**config.mk**
```make
export PLATFORM = sky130hd
export DESIGN_NAME = noc_rr_arbiter
export DESIGN_NICKNAME = d
export VERILOG_FILES = /design/src/rtl/noc_rr_arbiter_pkg.sv /design/src/rtl/noc_in_slot.sv /design/src/rtl/noc_rr_arbiter.sv
export SDC_FILE = /design/constraint.sdc
export NUM_CORES = 1
export LEC_CHECK = 0
export BUFFER_PORTS_ARGS = -buffer_cell sky130_fd_sc_hd__buf_4
export CELL_PAD_IN_SITES_DETAIL_PLACEMENT = 1
export CELL_PAD_IN_SITES_GLOBAL_PLACEMENT = 1
export CORE_AREA = 2 2 286 288
export CTS_BUF_LIST = sky130_fd_sc_hd__clkbuf_16
export DETAILED_ROUTE_END_ITERATION = 8
export DIE_AREA = 0 0 288 290
export GPL_ROUTABILITY_DRIVEN = 0
export GPL_TIMING_DRIVEN = 0
export MAX_ROUTING_LAYER = met4
export PLACE_DENSITY_LB_ADDON = 0.1
export SLEW_MARGIN = 0
export SYNTH_ARGS = -nofsm -noshare
export SYNTH_HDL_FRONTEND = slang
export SYNTH_SLANG_ARGS = --single-unit
```
**constraint.sdc**
```tcl
create_clock -name CLK -period 8.4 [get_ports CLK]
set_input_delay 1.26 -clock CLK [delete_from_list [all_inputs] [get_ports CLK]]
set_output_delay 1.26 -clock CLK [all_outputs]
set_load 0.02 [all_outputs]
```
**src/rtl/noc_rr_arbiter_pkg.sv**
```systemverilog
// Shared NoC arbiter types, constants and the packet-length to beat-count helper.
package noc_rr_arbiter_pkg;

  localparam int unsigned NOC_BEAT_BYTES = 16;
  localparam int unsigned NOC_NUM_IN     = 4;
  localparam int unsigned NOC_DATA_W     = 128;
  localparam int unsigned NOC_LEN_W      = 16;
  localparam int unsigned NOC_BEATS_W    = NOC_LEN_W + 1;

  typedef struct packed {
    logic [NOC_DATA_W-1:0] data;
    logic [NOC_LEN_W-1:0]  length;
  } NOCDataH;

  // max(1, ceil(len / 2**shift)); one extra bit so 65535 rounds up without wrapping
  function automatic logic [NOC_BEATS_W-1:0] noc_beats_from_len(
    input logic [NOC_LEN_W-1:0] len,
    input logic [4:0]           shift
  );
    logic [NOC_BEATS_W-1:0] w_round;
    logic [NOC_BEATS_W-1:0] w_beats;
    w_round = {1'b0, len} + ((NOC_BEATS_W'(1) << shift) - NOC_BEATS_W'(1));
    w_beats = w_round >> shift;
    if (w_beats == '0) w_beats = NOC_BEATS_W'(1);
    return w_beats;
  endfunction

endpackage

```
**src/rtl/noc_in_slot.sv**
```systemverilog
// One-entry input holding slot; can be drained and refilled in the same cycle.
module noc_in_slot
  import noc_rr_arbiter_pkg::*;
(
  input  logic    clk,
  input  logic    rst_n,
  input  logic    i_enq_ena,
  input  NOCDataH i_enq_data,
  input  logic    i_deq,
  output logic    o_enq_rdy_c,
  output logic    o_valid,
  output NOCDataH o_data
);

  logic    r_valid;
  NOCDataH r_data;
  logic    w_accept;

  assign o_enq_rdy_c = !r_valid || i_deq;
  assign w_accept    = i_enq_ena && o_enq_rdy_c;
  assign o_valid     = r_valid;
  assign o_data      = r_data;

  // enqueue while not ready is dropped; a new beat wins over the drain
  always_ff @(posedge clk or negedge rst_n) begin
    if (!rst_n) begin
      r_valid <= 1'b0;
      r_data  <= '0;
    end else if (w_accept) begin
      r_valid <= 1'b1;
      r_data  <= i_enq_data;
    end else if (i_deq) begin
      r_valid <= 1'b0;
    end
  end

endmodule

```
**src/rtl/noc_rr_arbiter.sv**
```systemverilog
// Four-input round-robin NoC arbiter with packet locking.
// Define NOC_ARB_STATS_EN to add per-input header-transfer counters (pktCount0..3).
module noc_rr_arbiter
  import noc_rr_arbiter_pkg::*;
#(
  parameter int unsigned BEAT_BYTES = NOC_BEAT_BYTES,
  parameter int unsigned CNT_W      = 13
) (
  input  logic        CLK,
  input  logic        nRST,
  input  logic        in0_enq_ena,
  input  NOCDataH     in0_enq_v,
  output logic        in0_enq_rdy_c,
  input  logic        in1_enq_ena,
  input  NOCDataH     in1_enq_v,
  output logic        in1_enq_rdy_c,
  input  logic        in2_enq_ena,
  input  NOCDataH     in2_enq_v,
  output logic        in2_enq_rdy_c,
  input  logic        in3_enq_ena,
  input  NOCDataH     in3_enq_v,
  output logic        in3_enq_rdy_c,
  output logic        out_enq_ena_c,
  output NOCDataH     out_enq_v_c,
  input  logic        out_enq_rdy,
  output logic        busy,
  output logic [1:0]  owner
`ifdef NOC_ARB_STATS_EN
  ,
  output logic [31:0] pktCount0,
  output logic [31:0] pktCount1,
  output logic [31:0] pktCount2,
  output logic [31:0] pktCount3
`endif
);

  localparam logic [4:0] LP_SHIFT = 5'($clog2(BEAT_BYTES));

  typedef enum logic {
    ST_IDLE   = 1'b0,
    ST_LOCKED = 1'b1
  } state_t;

  state_t                 r_state, w_state_nxt;
  logic [1:0]             r_rr_ptr, w_rr_ptr_nxt;
  logic [1:0]             r_owner, w_owner_nxt;
  logic [CNT_W-1:0]       r_remaining, w_remaining_nxt;

  logic                   w_enq_ena  [NOC_NUM_IN];
  NOCDataH                w_enq_data [NOC_NUM_IN];
  logic                   w_enq_rdy  [NOC_NUM_IN];
  logic                   w_valid    [NOC_NUM_IN];
  NOCDataH                w_data     [NOC_NUM_IN];
  logic                   w_deq      [NOC_NUM_IN];
  logic [1:0]             w_sel;
  logic                   w_found;
  logic                   w_xfer;
  logic [NOC_BEATS_W-1:0] w_beats;

  assign w_enq_ena[0]  = in0_enq_ena;
  assign w_enq_ena[1]  = in1_enq_ena;
  assign w_enq_ena[2]  = in2_enq_ena;
  assign w_enq_ena[3]  = in3_enq_ena;
  assign w_enq_data[0] = in0_enq_v;
  assign w_enq_data[1] = in1_enq_v;
  assign w_enq_data[2] = in2_enq_v;
  assign w_enq_data[3] = in3_enq_v;
  assign in0_enq_rdy_c = w_enq_rdy[0];
  assign in1_enq_rdy_c = w_enq_rdy[1];
  assign in2_enq_rdy_c = w_enq_rdy[2];
  assign in3_enq_rdy_c = w_enq_rdy[3];

  for (genvar k = 0; k < NOC_NUM_IN; k++) begin : g_slot
    assign w_deq[k] = w_xfer && (w_sel == 2'(k));
    noc_in_slot u_slot (
      .clk         (CLK),
      .rst_n       (nRST),
      .i_enq_ena   (w_enq_ena[k]),
      .i_enq_data  (w_enq_data[k]),
      .i_deq       (w_deq[k]),
      .o_enq_rdy_c (w_enq_rdy[k]),
      .o_valid     (w_valid[k]),
      .o_data      (w_data[k])
    );
  end

  // Selection: locked owner, else first valid slot after the last winner
  always_comb begin
    w_sel   = r_owner;
    w_found = 1'b0;
    if (r_state == ST_IDLE) begin
      for (int i = 1; i <= 4; i++) begin
        if (!w_found && w_valid[r_rr_ptr + 2'(i)]) begin
          w_sel   = r_rr_ptr + 2'(i);
          w_found = 1'b1;
        end
      end
    end
  end

  assign w_xfer        = w_valid[w_sel] && out_enq_rdy;
  assign w_beats       = noc_beats_from_len(w_data[w_sel].length, LP_SHIFT);
  assign out_enq_ena_c = w_xfer;
  assign out_enq_v_c   = w_data[w_sel];
  assign busy          = (r_state == ST_LOCKED);
  assign owner         = r_owner;

  always_ff @(posedge CLK or negedge nRST) begin
    if (!nRST) begin
      r_state     <= ST_IDLE;
      r_rr_ptr    <= 2'd3;
      r_owner     <= 2'd0;
      r_remaining <= '0;
    end else begin
      r_state     <= w_state_nxt;
      r_rr_ptr    <= w_rr_ptr_nxt;
      r_owner     <= w_owner_nxt;
      r_remaining <= w_remaining_nxt;
    end
  end

  always_comb begin
    w_state_nxt     = r_state;
    w_rr_ptr_nxt    = r_rr_ptr;
    w_owner_nxt     = r_owner;
    w_remaining_nxt = r_remaining;
    case (r_state)
      ST_IDLE: begin
        if (w_xfer) begin
          w_rr_ptr_nxt = w_sel;
          if (w_beats != NOC_BEATS_W'(1)) begin
            w_state_nxt     = ST_LOCKED;
            w_owner_nxt     = w_sel;
            w_remaining_nxt = CNT_W'(w_beats - NOC_BEATS_W'(1));
          end
        end
      end
      ST_LOCKED: begin
        if (w_xfer) begin
          w_remaining_nxt = r_remaining - CNT_W'(1);
          if (r_remaining == CNT_W'(1)) begin
            w_state_nxt     = ST_IDLE;
            w_owner_nxt     = 2'd0;
            w_remaining_nxt = '0;
          end
        end
      end
      default: begin
        w_state_nxt = ST_IDLE;
      end
    endcase
  end

`ifdef NOC_ARB_STATS_EN
  logic [31:0] r_pkt_cnt [NOC_NUM_IN];

  // Header transfers only: the first beat taken while unlocked
  always_ff @(posedge CLK or negedge nRST) begin
    if (!nRST) begin
      for (int i = 0; i < NOC_NUM_IN; i++) r_pkt_cnt[i] <= '0;
    end else if (w_xfer && (r_state == ST_IDLE)) begin
      r_pkt_cnt[w_sel] <= r_pkt_cnt[w_sel] + 32'd1;
    end
  end

  assign pktCount0 = r_pkt_cnt[0];
  assign pktCount1 = r_pkt_cnt[1];
  assign pktCount2 = r_pkt_cnt[2];
  assign pktCount3 = r_pkt_cnt[3];
`endif

endmodule

```
# Word level (Yosys, flattened, before mapping)
# Index checks and enable logic that the tools add are counted.
# classes
n_bitwise	6
n_lt_le_gt_ge	5
reduce_logical	32
add_sub_neg	6
eq_ne	9
mux	53
# ops
cell	count
$bmux 144 s2	1
$mux 144	2
$mux 13	5
$mux 1	28
$pmux 13 s2	1
$sub 13x1->13 const B	2
$mux 2	9
$add 16x4->17 const B	1
$logic_not 17->1	1
$ne 17x1->1 const B	1
$ge 3x3->1 const B	5
$not 2->3	5
$eq 13x1->1 const B	1
$logic_and 1x1->1	12
$bmux 1 s2	5
$reduce_bool 2->1	4
$logic_not 1->1	7
$ne 2x1->1 const B	3
$add 2x2->2 const B	2
$eq 2x2->1 const B	2
$logic_or 1x1->1	4
$pmux 2 s2	1
$reduce_and 4->1	1
$reduce_and 3->1	1
7 further kinds	7
# word_totals
wordCells	127
register_bits	598
out_inout_bits	152

# Longest topological paths before layout
# Gate-level depths: netlist of the first run.
# depth
ltp_word	30
depth_mapped	21

# By module
# A second synthesis of the first run with hierarchy kept.
# hier_totals
cells_unflattened	2339
area_unflattened_um2	29380.7
# modules_own_cells
mod	cells_per_inst	area_each_um2	seq_area_each_um2	instances
noc_in_slot	307	5620.4	3628.5	4
noc_rr_arbiter	1111	6899.1	452.9	1

# Worst setup path after synthesis of the first run
# OpenSTA, ideal clock, no wires.
# synth_timing
path_type	flip-flop to output port
from	reg r_rr_ptr[0]
to	out out_enq_v_c[0] (netlist name)
t_arrival_ps	3214
path_buffers	6
setup_slack_ps	3926
stages_incl_launch_ff	12
path_cell_list	dfstp_2 buf_4 buf_4 a22oi_1 or3_1 o21a_1 nand2_4 buf_6 clkbuf_1 clkbuf_1 buf_2 mux4_2
# synth_lines
item	line_no	text
start: declaration	noc_rr_arbiter.sv:45	logic [1:0] r_rr_ptr, w_rr_ptr_nxt;
start signal: assignment	noc_rr_arbiter.sv:116	r_rr_ptr <= w_rr_ptr_nxt;
end: declaration	noc_rr_arbiter.sv:24	output NOCDataH out_enq_v_c,

==> results.sh, run 1 <==
export IMPL_status="finished, final reports clean"
export IMPL_area_growth_pct=33.72
export IMPL_cts_root_buf="clkbuf_16"
export IMPL_ir_drop_mv=0.2236
export IMPL_cp_data_arrival_time_ns=5.73
export IMPL_netSwitchingPower_mw=7.126
export IMPL_port_buffers=734
export IMPL_setup_slack_ns=1.405
export IMPL_viasPerCell=5.217
export IMPL_critPathLaunchType="flop"
export IMPL_slowest_delay_ns=0.94
export IMPL_wire_per_inst_um=28.55
export IMPL_start_util_pct=34.70
export IMPL_syn_area_um2=27820
export IMPL_total_leakage_power_nw=16.45
export IMPL_placed_area_um2=34820
export IMPL_period_minus_slack_ns=6.995
export IMPL_synth_nets=2403
export IMPL_antenna_found_initial=33
export IMPL_firstDrtPassIters=7
export IMPL_cts_buffers=74
export IMPL_dr_total_vias=19710
export IMPL_rows=104
export IMPL_ctsHoldBuffers=0
export IMPL_yosysWarnings=0
export IMPL_finalHoldViolations=0
export IMPL_sequentialPowerShare_pct=29.1
export IMPL_post_cts_resize_count=0
export IMPL_cp_buffers_inverters=7
export IMPL_final_area_um2=37200
export IMPL_fin_nets=3219
export IMPL_postRouteAntennaNets=0
export IMPL_synth_distinct_cells=100
export IMPL_synth_main_ff_cell="dfrtp_1"
export IMPL_core_um2=80160
export IMPL_rsz0062_at_grt="false"
export IMPL_mostFrequentLayoutCells="buf_4 (739), dfrtp_1 (596), mux2_2 (583)"
export IMPL_post_route_drc_count=0
export IMPL_fillCellCount=8228
export IMPL_synth_edf_count=0
export IMPL_cpLargestDelayFamily="buffers and inverters"
export IMPL_skew_ns=0.03747
export IMPL_ios=735
export IMPL_switching_share_pct=39.83
export IMPL_cts_setup_buffers=0
export IMPL_crit_path_cell_trace="buf_4 -> buf_4 -> a22oi_1 -> or3_1 -> o21a_1 -> nand2_4 -> buf_6 -> clkbuf_1 -> clkbuf_1 -> buf_2 -> mux4_2 -> buf_4"
export IMPL_clockBufferDepth=3
export IMPL_dp_slack_ns=1.941
export IMPL_worstSkewPairLatency_ns=0.63
export IMPL_clkPwrFrac_pct=17.2
export IMPL_hold_class="flop to flop"
export IMPL_timing_fmax_ghz=0.1430
export IMPL_dp_hpwl_um=83040
export IMPL_grt_usage_pct=26.31
export IMPL_async_flop_share_pct=100.0
export IMPL_ys_seq_area_share_pct=53.80
export IMPL_drtIter0Drc=700
export IMPL_totalWireLength_um=107900
export IMPL_power_density_nw_per_um2=480.9
export IMPL_cts_tree="yes"
export IMPL_critical_path_max_fanout=10
export IMPL_drive_above_1_share_pct=60.98
export IMPL_worst_pin_slew_ns=1.243
export IMPL_grt_max_degree=122
export IMPL_final_common_cell="buf_4"
export IMPL_die_area_um2=83520
export IMPL_cp_common_cell="buf_4"
export IMPL_fin_crit_sh_pct=83.27
export IMPL_crit_path_top_delay_cell="clkbuf_1"
export IMPL_die_y_um=290
export IMPL_ys_ff_latch=598
export IMPL_critPathKind="flop to output port"
export IMPL_endpoint_kind="output port"
export IMPL_post_synth_cell_area_avg_um2=15.32
export IMPL_clkTransAtPathRegs_ns=0.06
export IMPL_maxCapViolCount=0
export IMPL_die_w_um=288
export IMPL_slew_headroom_pct=17.16
export IMPL_total_power_mw=17.89
export IMPL_grt_overflow=0
export IMPL_cts_sinks=598
export IMPL_p_int_mw=10.76
export IMPL_grt_pass1_vias=22170
export IMPL_synth_cells=1816
export IMPL_slew_viol_final=0
export IMPL_grt_pass1_wl_um=155500
export IMPL_htreeDepth=3
export IMPL_final_setup_viol_count=0
export IMPL_p_comb_share_pct=53.7
export IMPL_required_ns=7.14
## worst register-to-register path: stages, from the launching register on
cell      delay, ns
dfstp_2        0.51
buf_4          0.16
buf_4          0.20
a22oi_1        0.10
or3_1          0.36
o21a_1         0.26
nand2_4        0.13
buf_6          0.18
clkbuf_1       0.90
clkbuf_1       0.95
o21ai_0        0.44
o31ai_2        0.20
inv_1          0.09
ha_1           0.28
inv_1          0.16
nor3_1         0.08
a32oi_1        0.33
mux2i_1        0.27
xnor2_1        0.14
o21ai_0        0.09
## path summary, 6_finish.rpt
| kind | startpoint | endpoint | slack (ns) | depth (start not counted) |
|---|---|---|---|---|
| min in group asynchronous | nRST | g_slot[2].u_slot.o_data[40] | 0.71 | 1 |
| hold / removal | g_slot[3].u_slot.o_data[27] | g_slot[3].u_slot.o_data[27] | 0.50 | 1 |
| hold reg to reg | g_slot[3].u_slot.o_data[27] | g_slot[3].u_slot.o_data[27] | 0.50 | 1 |
| setup reg to reg | r_rr_ptr[0] | r_remaining[10] | 2.46 | 19 |
| max in group asynchronous | nRST | g_slot[1].u_slot.o_data[16] | 5.70 | 4 |
| setup / recovery | r_rr_ptr[0] | out_enq_v_c[105] | 1.41 | 12 |
## layout make-up
type                            count  area (µm²)  area share, %
Sequential cell                   598       14970          40.24
Multi-Input combinational cell   1084       12210          32.83
Buffer                            118       581.8          1.564
Antenna cell                       32       80.08         0.2153
Tap cell                         1060        1326          3.566
Clock inverter                     55       421.7          1.134
Inverter                           16       60.06         0.1615
Clock buffer                       75        1877          5.046
Timing Repair Buffer              740        5670          15.24
## metal layers
layer	part of all wire (%)	vias up	GRT usage [%]	wire [µm]
li1	-	8541	-	-
met1	39	10490	30.05	41620
met2	52	542	45.05	56320
met3	6.9	131	7.563	7472
met4	2.3	0	6.837	2446
met5	0	-	-	0
## synthesized netlist by cell type, types with 10 or more instances
cell type	number	area, µm²
dfrtp_1	596	14910
mux2_2	583	6565
mux4_2	133	2995
clkbuf_1	73	274.0
nand2_1	44	165.2
a21oi_1	31	155.2
mux2i_1	27	270.3
nor2_1	21	78.83
o22ai_1	21	131.4
buf_2	20	100.1
o21ai_0	18	90.09
nor3_1	15	75.07
inv_1	14	52.55
o221ai_1	13	113.9
buf_1	10	37.54
xnor2_1	10	87.58
## through the flow
step           cells  util (%)  hold WS (ns)  TNS [ns]
3_5_place_dp    3616     43.44        0.4876         0
2_1_floorplan   1816         -        0.4739         0
5_1_grt         3778     46.41        0.5120         0
4_1_cts         3746     46.31        0.5001         0
6_report        3778     46.41        0.4985         0
3_3_place_gp    3610     43.23        0.4815   -382.23
## kinds of logic after synthesis
| family | after synthesis | share of synthesized area [%] |
|---|---|---|
| DFF | 598 | 53.80 |
| xor gates and xnor gates | 12 | 0.3778 |
| and+or+nand+nor | 157 | 3.324 |
| buffers and inverters | 134 | 2.307 |
| adders and majority gates | 4 | 0.1799 |
| AOI/OAI and AO/OA | 166 | 4.561 |
| muxes | 745 | 35.45 |
## sequential cells by signal, indices dropped and copies added (netlist names)
signal / cells
g_slot.u_slot.o_data: 576
r_remaining: 13
g_slot.u_slot.o_valid: 4
owner: 2
r_rr_ptr: 2
busy: 1
## power by group through the flow
stage / Combinational [mW] / Clock (mW) / Sequential [mW]
after global routing: 10.2 / 3.26 / 5.40
final: 9.61 / 3.07 / 5.21
after global placement: 9.52 / 0 / 5.13
after detailed placement: 9.69 / 0 / 5.24
after floorplan: 6.29 / 0 / 4.89
after CTS: 9.74 / 3.15 / 5.21
(Power assumes the default switching activity.)
==> run 2, diff against run 1 <==
- CORE_AREA: 2 2 286 288 -> unset
- CORE_ASPECT_RATIO: unset -> 0.5
- CORE_UTILIZATION: unset -> 39
- DIE_AREA: 0 0 288 290 -> unset
- clock period: 8.4 -> 5.8 ns (I/O delays scaled with it)
==> results.sh, run 2 (synthesis results as in run 1) <==
export IMPL_wire_per_inst_um=26.04
export IMPL_drtIter0Drc=927
export IMPL_area_growth_pct=31.10
export IMPL_cts_buffers=57
export IMPL_grt_pass1_wl_um=139100
export IMPL_firstDrtPassIters=5
export IMPL_total_power_mw=24.85
export IMPL_power_density_nw_per_um2=681.5
export IMPL_timing_fmax_ghz=0.1839
export IMPL_sequentialPowerShare_pct=30.5
export IMPL_fin_crit_sh_pct=93.74
export IMPL_slew_viol_final=0
export IMPL_netSwitchingPower_mw=9.887
export IMPL_rsz0062_at_grt="false"
export IMPL_rows=68
export IMPL_fin_nets=3200
export IMPL_drive_above_1_share_pct=60.85
export IMPL_grt_max_degree=116
export IMPL_totalWireLength_um=94340
export IMPL_endpoint_kind="output port"
export IMPL_grt_overflow=0
export IMPL_grt_usage_pct=26.62
export IMPL_post_route_drc_count=0
export IMPL_required_ns=4.93
export IMPL_largest_reg_flops=576
export IMPL_multi_input_area_um2=12210
export IMPL_htreeDepth=2
export IMPL_port_buffers=734
export IMPL_status="finished, final reports clean"
export IMPL_worstSkewPairLatency_ns=0.64
export IMPL_crit_path_top_delay_cell="buf_1"
export IMPL_cts_root_buf="clkbuf_16"
export IMPL_viasPerCell=5.320
export IMPL_dr_total_vias=19280
export IMPL_final_common_cell="buf_4"
export IMPL_antenna_found_initial=21
export IMPL_period_minus_slack_ns=5.437
export IMPL_total_leakage_power_nw=16.16
export IMPL_cts_tree="yes"
export IMPL_p_int_mw=14.97
export IMPL_cts_setup_buffers=0
export IMPL_crit_path_cell_trace="buf_8 -> buf_2 -> buf_1 -> nand2_1 -> o21ai_2 -> clkbuf_2 -> clkbuf_1 -> mux4_2 -> buf_4"
export IMPL_clkPwrFrac_pct=14.8
export IMPL_postRouteAntennaNets=0
export IMPL_ir_drop_mv=0.3293
export IMPL_cp_data_arrival_time_ns=4.57
export IMPL_start_util_pct=39.87
export IMPL_clkTransAtPathRegs_ns=0.07
export IMPL_fillCellCount=7001
export IMPL_die_y_um=190.9
export IMPL_mostFrequentLayoutCells="buf_4 (739), dfrtp_1 (596), mux2_2 (583)"
export IMPL_slew_headroom_pct=34.04
export IMPL_critPathKind="flop to output port"
export IMPL_slowest_delay_ns=0.61
export IMPL_maxCapViolCount=0
export IMPL_tns_ns=0
export IMPL_post_cts_resize_count=3
export IMPL_switching_share_pct=39.78
export IMPL_dp_hpwl_um=71170
export IMPL_final_setup_viol_count=0
export IMPL_ctsHoldBuffers=0
export IMPL_final_util_pct=52.27
export IMPL_final_seq_area_um2=14970
export IMPL_cp_buffers_inverters=6
export IMPL_critPathLaunchType="flop"
export IMPL_hold_class="input port to asynchronous set/reset pin"
export IMPL_ios=735
export IMPL_die_w_um=379.7
export IMPL_grt_pass1_vias=21160
export IMPL_core_um2=69770
export IMPL_critical_path_max_fanout=10
export IMPL_clockBufferDepth=3
export IMPL_p_comb_share_pct=54.7
export IMPL_die_area_um2=72470
export IMPL_finalHoldViolations=0
export IMPL_skew_ns=0.02560
export IMPL_cts_sinks=598
export IMPL_cpLargestDelayFamily="buffers and inverters"
export IMPL_worst_pin_slew_ns=0.9894
[run 2: cell count changes in the layout (fill, tap and decap cells not counted), sizes merged]
cell / change
buf: -1
bufinv: -1
clkbuf: -18
clkinv: -1
clkinvlp: +1
diode: -13
inv: -7
[run 2: metrics by stage]
stage / setup WS, ns / instance area [µm²] / hold slack (ns) / instances
4_1_cts: 0.04640 / 36420 / 0.3078 / 3604
5_1_grt: 0.1157 / 36470 / 0.3236 / 3623
3_5_place_dp: 0.009986 / 34660 / 0.4881 / 3500
2_1_floorplan: 1.562 / 27820 / 0.4739 / 1816
3_3_place_gp: -3.205 / 34510 / 0.4818 / 3495
6_report: 0.3631 / 36470 / 0.2913 / 3623
[run 2: layout make-up]
| cell class | count | share of cell area [%] |
|---|---|---|
| diodes | 19 | 0.1304 |
| plain buffers | 117 | 1.595 |
| clock buffers | 58 | 3.980 |
| clock inverters | 47 | 0.8509 |
| inverters | 16 | 0.1647 |
| multi-input cells | 1084 | 33.49 |
| flip-flops and latches | 598 | 41.04 |
| well taps | 945 | 3.242 |
| repair buffers | 739 | 15.51 |
[run 2: worst paths after layout]
kind	from	to	slack, ns	cells past startpoint
worst max-delay path	owner[0]	out_enq_v_c[88]	0.36	9
worst min-delay path	nRST	g_slot[0].u_slot.o_data[29]	0.29	1
worst max register to register	owner[0]	r_remaining[10]	0.59	17
worst min register to register	g_slot[1].u_slot.o_data[135]	g_slot[1].u_slot.o_data[135]	0.50	1
max in group asynchronous	nRST	g_slot[2].u_slot.o_data[110]	3.62	4
min in group CLK	in1_enq_ena	g_slot[1].u_slot.o_valid	0.44	2
[run 2: power groups by stage]
stage / registers (mW) / clock network [mW] / logic, mW
2_1_floorplan: 7.09 / 0 / 9.11
3_3_place_gp: 7.48 / 0 / 13.5
3_5_place_dp: 7.61 / 0 / 13.7
4_1_cts: 7.56 / 3.78 / 13.7
5_1_grt: 7.84 / 3.95 / 14.4
6_report: 7.57 / 3.68 / 13.6
[run 2: metal layers]
| layer | vias to the layer above | routed length, µm | global-route usage [%] |
|---|---|---|---|
| met5 | - | 0 | - |
| met4 | 0 | 2487 | 8.173 |
| met2 | 357 | 51240 | 46.88 |
| met1 | 10330 | 36910 | 31.15 |
| met3 | 121 | 3691 | 4.687 |
| li1 | 8466 | - | - |
==> run 3, diff against run 2 <==
- CORE_MARGIN: unset -> 4
- clock period: 5.8 -> 4.5 ns (I/O delays scaled with it)
==> results.sh, run 3 (synthesis results as in run 1) <==
export IMPL_drive_above_1_share_pct=63.93
export IMPL_cp_common_cell="buf_4"
export IMPL_timing_fmax_ghz=0.2264
export IMPL_power_density_nw_per_um2=887.8
export IMPL_worst_pin_slew_ns=0.8503
export IMPL_p_int_mw=20.13
export IMPL_p_comb_share_pct=56.2
export IMPL_drtIter0Drc=710
export IMPL_worstSkewPairLatency_ns=0.61
export IMPL_final_common_cell="buf_4"
export IMPL_netSwitchingPower_mw=13.07
export IMPL_sequentialPowerShare_pct=29.3
export IMPL_cts_buffers=55
export IMPL_grt_overflow=0
export IMPL_final_util_pct=53.60
export IMPL_antenna_found_initial=47
export IMPL_crit_path_top_delay_cell="clkbuf_1"
export IMPL_grt_usage_pct=25.99
export IMPL_critical_path_max_fanout=10
export IMPL_grt_max_degree=111
export IMPL_clkTransAtPathRegs_ns=0.07
export IMPL_rsz0062_at_grt="true"
export IMPL_placed_area_um2=34680
export IMPL_cp_data_arrival_time_ns=3.74
export IMPL_viasPerCell=5.322
export IMPL_routed_top_layer="met4"
export IMPL_period_minus_slack_ns=4.416
export IMPL_r2r_end="r_remaining[10]"
export IMPL_cts_sinks=598
export IMPL_finalHoldViolations=0
export IMPL_slew_viol_final=0
export IMPL_status="finished, final reports clean"
export IMPL_hold_class="input port to flop"
export IMPL_post_route_drc_count=0
export IMPL_final_area_um2=37390
export IMPL_required_ns=3.83
export IMPL_wl_met1_um=37960
export IMPL_die_w_um=385.7
export IMPL_maxCapViolCount=0
export IMPL_wire_per_inst_um=26.69
export IMPL_setup_slack_ns=0.08359
export IMPL_totalWireLength_um=98240
export IMPL_area_growth_pct=34.43
export IMPL_cts_root_buf="clkbuf_16"
export IMPL_switching_share_pct=39.36
export IMPL_die_area_um2=75930
export IMPL_dp_slack_ns=-1.072
export IMPL_core_um2=69770
export IMPL_endpoint_kind="output port"
export IMPL_dp_hpwl_um=74090
export IMPL_ios=735
export IMPL_firstDrtPassIters=5
export IMPL_wl_met3_um=3751
export IMPL_postRouteAntennaNets=0
export IMPL_worstRegToRegCells=19
export IMPL_grt_pass1_wl_um=142100
export IMPL_start_util_pct=39.87
export IMPL_grt_pass1_vias=21650
export IMPL_slew_headroom_pct=43.18
export IMPL_total_leakage_power_nw=16.58
export IMPL_port_buffers=734
export IMPL_die_y_um=196.9
export IMPL_final_cell_count_no_fill=3680
export IMPL_critPathLaunchType="flop"
export IMPL_mostFrequentLayoutCells="buf_4 (779), dfrtp_1 (593), mux2_2 (582)"
export IMPL_reg2reg_from="r_rr_ptr[0]"
export IMPL_wl_met2_um=53310
export IMPL_cts_tree="yes"
export IMPL_skew_ns=0.02400
export IMPL_crit_path_cell_trace="clkbuf_4 -> nand2b_4 -> o21ai_4 -> buf_12 -> nor2_4 -> buf_4 -> o21ai_4 -> buf_4 -> clkbuf_1 -> mux4_2 -> buf_4"
export IMPL_slowest_delay_ns=0.54
export IMPL_fillCellCount=6985
export IMPL_largest_reg_flops=576
export IMPL_rrSetupSlack_ns=0.13
export IMPL_rows=68
export IMPL_clkPwrFrac_pct=14.4
export IMPL_htreeDepth=2
export IMPL_holdPathEnd="g_slot[0].u_slot.o_valid"
export IMPL_holdPathStages=2
export IMPL_fin_nets=3233
export IMPL_dr_total_vias=19590
export IMPL_final_setup_viol_count=0
export IMPL_clockBufferDepth=3
export IMPL_dp_cells=3501
export IMPL_hp_start="in0_enq_ena"
export IMPL_critPathKind="flop to output port"
export IMPL_ir_drop_mv=0.4788
export IMPL_fin_crit_sh_pct=98.14
export IMPL_total_power_mw=33.20
-- run 3: cell types whose count changed in the layout (fill, tap and decap cells not counted), sizes merged --
cell | before | now
buf | 781 | 815
diode | 19 | 46
bufinv | 3 | 7
clkbuf | 132 | 128
clkinv | 29 | 25
clkinvlp | 2 | 1
dlygate4sd3 | 0 | 1
inv | 29 | 28
nor2 | 23 | 24
-- run 3: worst max path at each step --
stage | from | to | slack (ns) | depth (start not counted)
finish | g_slot[0].u_slot.o_valid | out_enq_v_c[43] | 0.08 | 11
global route | g_slot[0].u_slot.o_valid | out_enq_v_c[45] | -0.04 | 11
CTS | r_rr_ptr[0] | out_enq_v_c[92] | -0.01 | 12
detailed placement | r_rr_ptr[0] | out_enq_v_c[0] | -1.07 | 12
global placement | nRST | g_slot[1].u_slot.o_data[105] | -4.38 | 1
floorplan | owner[0] | r_remaining[10] | 0.26 | 18
-- run 3: repair_timing --
item | CTS | global route
buffers inserted | 6 | 26
setup endpoints to repair | 646 | 225
hold buffers | 1 | 0
hold endpoints to repair | 45 | 0
gates resized for setup | 125 | 52
pin swaps | 4 | 16
gates cloned | 0 | 1
-- run 3: layout make-up --
class	instances	area, µm²	area share, %
antenna	46	115.1	0.3078
tap	945	1182	3.162
sequential	598	14970	40.03
clock buffer	55	1376	3.681
buffer	117	850.8	2.275
timing repair buffer	773	5956	15.93
clock inverter	45	397.9	1.064
multi-input combinational	1085	12480	33.38
inverter	16	62.56	0.1673
-- run 3: critical path: cells and delay by family (launching register included) --
kind | cells | cell delay [ns]
AOI/OAI and AO/OA | 2 | 0.58
buffers and inverters | 6 | 1.49
DFF | 1 | 0.41
muxes | 1 | 0.42
and+or+nand+nor | 2 | 0.21
-- run 3: metal layers --
| metal | global-route usage, % | up-vias |
|---|---|---|
| li1 | - | 8579 |
| met1 | 30.05 | 10450 |
| met2 | 45.00 | 397 |
| met3 | 4.616 | 159 |
| met4 | 10.65 | 0 |
| met5 | - | - |
-- run 3: power groups by stage --
stage / sequential (mW) / combinational (mW) / clock (mW)
after CTS: 9.72 / 18.3 / 4.94
after floorplan: 9.13 / 11.7 / 0
final: 9.74 / 18.7 / 4.80
after global placement: 9.64 / 17.4 / 0
after global routing: 10.1 / 19.8 / 5.18
after detailed placement: 9.78 / 17.8 / 0
-- run 3: stage by stage --
| step | hold WS (ns) | TNS (ns) |
|---|---|---|
| global route | 0.2505 | -0.4728 |
| finish | 0.2857 | 0 |
| floorplan | 0.3794 | 0 |
| CTS | 0.2428 | -0.009904 |
| detailed placement | 0.4876 | -361.93 |
| global placement | 0.4814 | -2888.41 |
